<file path="src/rtl/btb_next_pc_pkg.sv">
// Shared types and helpers for the BTB-based next-PC generator.
package btb_next_pc_pkg;

    localparam int unsigned XLEN      = 32;
    localparam int unsigned TGT_W     = 30;
    // Widest tag any legal BTB size needs (BTB_ENTRIES=2); narrower tags are zero-extended.
    localparam int unsigned TAG_MAX_W = 29;

    typedef logic [1:0] ctr_t;

    localparam ctr_t CTR_SNT = 2'b00;
    localparam ctr_t CTR_WNT = 2'b01;
    localparam ctr_t CTR_WT  = 2'b10;
    localparam ctr_t CTR_ST  = 2'b11;

    typedef struct packed {
        logic                 valid;
        logic [TAG_MAX_W-1:0] tag;
        logic [TGT_W-1:0]     target;
        ctr_t                 ctr;
    } btb_entry_t;

    function automatic ctr_t sat_update(input ctr_t ctr, input logic taken);
        if (taken) begin
            return (ctr == CTR_ST) ? CTR_ST : ctr_t'(ctr + 2'd1);
        end
        return (ctr == CTR_SNT) ? CTR_SNT : ctr_t'(ctr - 2'd1);
    endfunction

endpackage

</file>
<file path="src/rtl/btb_next_pc_mem.sv">
// Direct-mapped BTB entry array: lookup and update-probe read ports, one synchronous write port.
module btb_mem
    import btb_next_pc_pkg::*;
#(
    parameter int unsigned IDX_W = 4
) (
    input  logic             i_clk,
    input  logic             i_rst_n,
    input  logic [IDX_W-1:0] i_ridx,
    output btb_entry_t       o_rdata,
    input  logic [IDX_W-1:0] i_pidx,
    output btb_entry_t       o_pdata,
    input  logic             i_we,
    input  logic [IDX_W-1:0] i_widx,
    input  btb_entry_t       i_wdata
);

    localparam int unsigned N = 1 << IDX_W;

    logic [N-1:0]         r_valid;
    ctr_t                 r_ctr [N];
    logic [TAG_MAX_W-1:0] r_tag [N];
    logic [TGT_W-1:0]     r_tgt [N];

    // Only valid and ctr are reset; tag/target are don't-care while invalid.
    always_ff @(posedge i_clk or negedge i_rst_n) begin
        if (!i_rst_n) begin
            r_valid <= '0;
            for (int i = 0; i < int'(N); i++) begin
                r_ctr[i] <= CTR_WNT;
            end
        end else if (i_we) begin
            r_valid[i_widx] <= i_wdata.valid;
            r_ctr[i_widx]   <= i_wdata.ctr;
        end
    end

    always_ff @(posedge i_clk) begin
        if (i_we) begin
            r_tag[i_widx] <= i_wdata.tag;
            r_tgt[i_widx] <= i_wdata.target;
        end
    end

    assign o_rdata = '{valid: r_valid[i_ridx], tag: r_tag[i_ridx],
                       target: r_tgt[i_ridx], ctr: r_ctr[i_ridx]};
    assign o_pdata = '{valid: r_valid[i_pidx], tag: r_tag[i_pidx],
                       target: r_tgt[i_pidx], ctr: r_ctr[i_pidx]};

endmodule

</file>
<file path="src/rtl/btb_next_pc.sv">
// Next-PC generator: BTB lookup, mispredict redirect/flush, and BTB training from EX.
module btb_next_pc
    import btb_next_pc_pkg::*;
#(
    parameter int unsigned BTB_ENTRIES = 16
) (
    input  logic            i_clk,
    input  logic            i_rst_n,
    input  logic [XLEN-1:0] i_pc,
    input  logic            i_stall_req,
    input  logic            i_ex_valid,
    input  logic [XLEN-1:0] i_ex_pc,
    input  logic            i_ex_taken,
    input  logic [XLEN-1:0] i_ex_target,
    input  logic            i_ex_pred_taken,
    input  logic [XLEN-1:0] i_ex_pred_target,
    output logic [XLEN-1:0] o_pc_next,
    output logic            o_pc_stall,
    output logic            o_pred_taken,
    output logic [XLEN-1:0] o_pred_target,
    output logic            o_flush
);

    localparam int unsigned IDX_W = $clog2(BTB_ENTRIES);
    localparam int unsigned TAG_W = 30 - IDX_W;

    logic [IDX_W-1:0]     w_idx;
    logic [IDX_W-1:0]     w_ex_idx;
    logic [TAG_MAX_W-1:0] w_tag;
    logic [TAG_MAX_W-1:0] w_ex_tag;
    btb_entry_t           w_rd;
    btb_entry_t           w_pd;
    btb_entry_t           w_wdata;
    logic                 w_hit;
    logic                 w_ex_hit;
    logic                 w_pred_taken;
    logic [XLEN-1:0]      w_pred_target;
    logic                 w_mispred;
    logic [XLEN-1:0]      w_redirect;
    logic                 w_we;

    assign w_idx    = i_pc[IDX_W+1:2];
    assign w_ex_idx = i_ex_pc[IDX_W+1:2];
    assign w_tag    = TAG_MAX_W'(i_pc[31:IDX_W+2]);
    assign w_ex_tag = TAG_MAX_W'(i_ex_pc[31:IDX_W+2]);

    btb_mem #(.IDX_W(IDX_W)) u_mem (
        .i_clk   (i_clk),
        .i_rst_n (i_rst_n),
        .i_ridx  (w_idx),
        .o_rdata (w_rd),
        .i_pidx  (w_ex_idx),
        .o_pdata (w_pd),
        .i_we    (w_we),
        .i_widx  (w_ex_idx),
        .i_wdata (w_wdata)
    );

    // Lookup, mispredict detection and next-PC priority (redirect beats stall).
    always_comb begin
        w_hit         = w_rd.valid && (w_rd.tag == w_tag);
        w_pred_taken  = w_hit && w_rd.ctr[1];
        w_pred_target = w_pred_taken ? {w_rd.target, 2'b00} : i_pc + 32'd4;
        w_mispred     = i_ex_valid && ((i_ex_taken != i_ex_pred_taken) ||
                        (i_ex_taken && (i_ex_target != i_ex_pred_target)));
        w_redirect    = i_ex_taken ? i_ex_target : i_ex_pc + 32'd4;

        o_pred_taken  = w_pred_taken;
        o_pred_target = w_pred_target;
        o_flush       = w_mispred;
        o_pc_next     = w_mispred ? w_redirect : w_pred_target;
        o_pc_stall    = i_stall_req && !w_mispred;
    end

    // Training: hits update counter (and target when taken); taken misses allocate weakly taken.
    always_comb begin
        w_ex_hit       = w_pd.valid && (w_pd.tag == w_ex_tag);
        w_we           = i_ex_valid && (w_ex_hit || i_ex_taken);
        w_wdata        = w_pd;
        w_wdata.valid  = 1'b1;
        w_wdata.tag    = w_ex_tag;
        if (i_ex_taken) begin
            w_wdata.target = i_ex_target[31:2];
        end
        w_wdata.ctr    = w_ex_hit ? sat_update(w_pd.ctr, i_ex_taken) : CTR_WT;
    end

    logic unused_tag_w;
    assign unused_tag_w = (TAG_W == 0);

endmodule

</file>
<file path="config.mk">
export PLATFORM = sky130hd
export DESIGN_NAME = btb_next_pc
export DESIGN_NICKNAME = d
export VERILOG_FILES = /design/src/rtl/btb_next_pc_pkg.sv /design/src/rtl/btb_next_pc_mem.sv /design/src/rtl/btb_next_pc.sv
export SDC_FILE = /design/constraint.sdc
export NUM_CORES = 1
export LEC_CHECK = 0
export CAP_MARGIN = 0
export CORE_MARGIN = 5
export CORE_UTILIZATION = 55
export DETAILED_ROUTE_END_ITERATION = 8
export GPL_TIMING_DRIVEN = 0
export PLACE_DENSITY = 0.76
export SYNTH_ARGS = -nofsm -noshare
export SYNTH_HDL_FRONTEND = slang
export SYNTH_HIERARCHICAL = 1
export SYNTH_SLANG_ARGS = --single-unit
</file>
<file path="constraint.sdc">
create_clock -name i_clk -period 7.75 [get_ports i_clk]
set_input_delay 2.325 -clock i_clk [delete_from_list [all_inputs] [get_ports i_clk]]
set_output_delay 2.325 -clock i_clk [all_outputs]
set_load 0.005 [all_outputs]
</file>
* Word-level counts from Yosys, hierarchy flattened
Memory sizes are Yosys's and may differ from the RTL's.
Cells that the tools add are included.
** Word-level totals
- Register bits :: 48
- Latch bits :: 0
- RAM bits :: 896
- Bits in read-only memories :: 0
- Bits of input ports :: 134
- Word-level logic and storage cells :: 79
- Memories kept :: 2
** Cells by class
- $add $sub $neg :: 4
- $mul :: 0
- Divide/modulo/power cells :: 0
- $lt $le $gt $ge :: 6
- Eq/ne operators :: 6
- Shifts and indexed selects :: 0
- Multiplexer cells :: 27
- Bitwise logic cells :: 3
- Reductions and logical operators :: 14
** Memory list
- u_mem.r_tgt :: words 16, bits a word 30, rd ports 1, clocked after Yosys merged registers in 0, wr ports 1, RTL line btb_next_pc_mem.sv:23 : logic [TGT_W-1:0] r_tgt [N];
- u_mem.r_tag :: words 16, bits a word 26, rd ports 2, clocked after Yosys merged registers in 0, wr ports 1, RTL line btb_next_pc_mem.sv:22 : logic [TAG_MAX_W-1:0] r_tag [N];
** Operators by type and width (count)
- $mux W32 :: 3
- $add A32 B3 Y32 const B :: 2
- $eq A29 B26 Y1 :: 2
- $bwmux W32 :: 1
- $ne A32 B32 Y1 :: 1
- $mux W30 :: 1
- $mux W2 :: 10
- $bmux W2 S4 :: 2
- $or A16 B16 Y16 :: 1
- $ge A5 B5 Y1 const B :: 2
- $lt A4 B5 Y1 const B :: 2
- $not A4 Y5 :: 2
- $logic_and A1 B1 Y1 :: 9
- $bmux W1 S4 :: 2
- $demux W2 S4 :: 1
- $mux W1 :: 6
- $lt A5 B1 Y1 const B :: 1
- $demux W1 S4 :: 1
- $ge A4 B1 Y1 const B :: 1
- $add A2 B1 Y2 const B :: 1
- $eq A2 B2 Y1 const B :: 1
- $logic_not A2 Y1 :: 1
- $logic_or A1 B1 Y1 :: 2
- $reduce_and A2 Y1 :: 1
- other kinds (4) :: 4

* Logic depth before layout (Yosys ltp)
- Word-level depth :: 10
- Mapped depth :: 14
- Gate-level depth less buffers :: 11

* By module
Netlist, hierarchy kept.
** By module, submodules not included
- btb_mem :: times used 1, cells each 2112, area each 44644.1 um^2
- btb_next_pc :: times used 1, cells each 522, area each 3603.5 um^2

* Worst setup path after synthesis
OpenSTA, ideal clock, no wires.
- Kind :: in2reg
- Start point :: input i_ex_pc[2]
- End point :: register u_mem/r_ctr[6] (netlist bit)
- Arrival :: 9639 ps
- Required time :: 7670 ps
- Setup slack :: -1968 ps
- Stages :: 14
- Cell sequence :: buf_2 buf_2 buf_4 mux4_2 a22oi_1 nand2_1 xor2_1 nor4_1 nand4_1 nor4_1 o21a_1 nand3_1 nor3_1 mux2_2
** RTL lines
- from (decl) :: RTL line btb_next_pc.sv:12 : input logic [XLEN-1:0] i_ex_pc,
- to (signal, indexed assignment) :: RTL line btb_next_pc_mem.sv:34 : r_ctr[i_widx] <= i_wdata.ctr;
- to (decl) :: RTL line btb_next_pc_mem.sv:21 : ctr_t r_ctr [N];

==> impl_metrics.yaml <==
synth:
  syn_area_per_cell_um2: 18.3
  synth_area_um2: 48100
  yosys_warnings: 6
  syn_inst: 2627
route:
  drt_iter0_markers: 5471
  drc: 0
  wire_per_inst_um: 37.2
  postRouteAntennaNets: 0
  vias_per_cell: 7.27
  wl_mm: 162
  num_vias: 31566
  dr.pass1.iters: 7
worst_hold_path:
  holdPathEnd: "u_mem/r_valid[10]"
  hold_depth: 1
  min_path_type: "reg2reg"
  hold_start: "u_mem/r_valid[10]"
sta:
  fin_worst_skew_ns: 0.0232
  slew_violations: 0
  whs_ns: 0.529
  worst_slack_ns: -0.603
  period_share_pct: 108
  relSlewSlack_pct: 19.9
  max_freq_ghz: 0.120
  hold_violations: 0
  final.setup.tns_ns: -47.96
  final-setup-viol-count: 252
  tightestPinTransition_ns: 1.20
  rsz0062_at_grt: "true"
  min_period_ns: 8.35
die:
  initial_core_util_pct: 55.4
  boundaryPins: 201
  fp.dieH_um: 306
  rows: 108
  die_w_um: 306
  die-area_um2: 93500
  core_um2: 86900
clock_tree:
  htree_levels: 3
  clockBufferDepth: 3
  clock_latency_ns: 0.67
  clk_pin_slew_ns: 0.06
  cts_buffers: 99
  cts.sinks: 992
  postCtsHoldBufs: 0
  cts_root_buffer: "clkbuf_16"
  cts_tree: "yes"
global_routing:
  grt-ovfl-total: 0
  antenna_found_initial: 13
  track_usage_pct: 34.0
  grt_max_degree: 45
  grt_pass1_vias: 31972
  grt_pass1_wl_mm: 228
cells_and_area:
  final_nets: 3238
  drive_gt1_share_pct: 36.4
  syn_to_final_growth_pct: 20.7
place:
  port_buffers: 198
  place_hpwl_mm: 110
  place.gp.congestion: 0.958
pwr:
  p_leak_nw: 19.4
  power_density_nw_per_um2: 216
  power.switching_mw: 3.02
  pwr-share-comb_pct: 12.0
  internal_power_mw: 9.55
  clkPwrFrac_pct: 39.9
  irDropWorstVdd_mv: 0.166
  pwr-share-seq_pct: 48.1
  p_sw_share_pct: 24.0
setup_path:
  timing.rr.end: "u_mem/r_tgt[0][2]"
  end_kind: "primary output"
  ff2ff_path_depth: 12
  cp.required_ns: 5.43
  ff2ff_setup_slack_ns: 2.72
  arrival_ns: 6.03
  cp_max_fo: 10
  path_class: "in2out"
  crit_chain: "clkdlybuf4s15_1 > nor2_4 > clkbuf_2 > a22oi_2 > nand2_1 > xor2_1 > nor4_2 > nand4_1 > nor3_4 > buf_12 > buf_12 > buf_6 > mux2_4 > mux2_4 > buf_6"
  worst_path_max_delay_cell: "nor2_4"
  cp_slowest_stage_delay_ns: 0.51
  crit-reg2reg-launch: "u_mem/r_tag[3][15]"
  start_kind: "input port"
flow_run:
  drv_cap: 0
outcome:
  violations: "setup timing"
  status: "finished, violations left"
## per-stage QoR
step                worst slack (ns)  util, %  area, um^2  cells  power [mW]
finish                        -0.603     66.9       58100   4342        12.6
floorplan                     -0.228        -       48400   2680        6.91
detailed placement             -3.31     60.8       52800   4076        7.52
CTS                           -0.545     66.5       57800   4316        12.5
global placement               -6.64     59.6       51800   4033        7.46
global route                  -0.620     66.9       58100   4340        12.9
## state kept, by name (all words and copies together), names as in the netlist
name           count
u_mem/r_valid     16
u_mem/r_tgt      480
u_mem/r_ctr       32
u_mem/r_tag      464
## layout make-up
type,instances,area [um^2]
clock buffers,124,2620
diodes,2,5.00
flip-flops and latches,992,29600
plain buffers,186,1350
fillers,5538,28800
well taps,1155,1450
clock inverters,60,759
multi-input cells,1455,18300
inverters,43,176
repair buffers,325,3860
## layer usage
layer	vias up	share of wire (%)	GRT usage, %
met2	2833	45	51.3
met5	-	0.079	0.152
li1	11999	-	-
met1	16176	33	44.1
met4	18	5.8	16.1
met3	540	16	13.3
## worst max-delay path, delay by kind of cell
family / cells / cell delay [ns]
simple gates: 5 / 1.40
mux: 2 / 0.62
xor+xnor: 1 / 0.07
buf+inv: 6 / 1.37
compound gates: 1 / 0.19
## power groups by stage
| stage | sequential, mW | combinational, mW | clock, mW |
|---|---|---|---|
| floorplan | 6.14 | 0.767 | 0 |
| global placement | 6.15 | 1.31 | 0 |
| detailed placement | 6.16 | 1.36 | 0 |
| CTS | 6.05 | 1.44 | 5.03 |
| global route | 6.05 | 1.55 | 5.26 |
| finish | 6.05 | 1.51 | 5.01 |
## cell usage in the layout, fill, tap and decap left out, drive strengths merged, types with 18 or more instances in the layout
cell and count:
mux4 492, xor2 70, inv 47, clkdlybuf4s50 119
nor2 32, a22oi 246, clkbuf 208, nand4 29
nand2 180, clkinv 39, conb 55, o21ai 47
edfxtp 944, buf 295, dfrtp 32, xnor2 69
nand3 28, mux2 99, mux2i 18
## worst max-delay path by stage
stage,cells past startpoint,from,end
2_1_floorplan,14,i_ex_pc[2],u_mem/r_ctr[1]
3_3_place_gp,14,i_ex_pc[3],u_mem/r_ctr[0]
3_5_place_dp,14,i_pc[3],o_pc_next[2]
4_1_cts,19,i_pc[2],o_pc_next[6]
5_1_grt,15,i_pc[4],o_pc_next[5]
6_report,15,i_pc[4],o_pc_next[5]
## what timing repair did
item	CTS	global route
gates cloned	5	0
pin swaps	17	16
gates resized for setup	580	67
setup endpoints to repair	1059	606
setup buffers	56	36
Note: power is estimated with default switching activity, not from simulation.
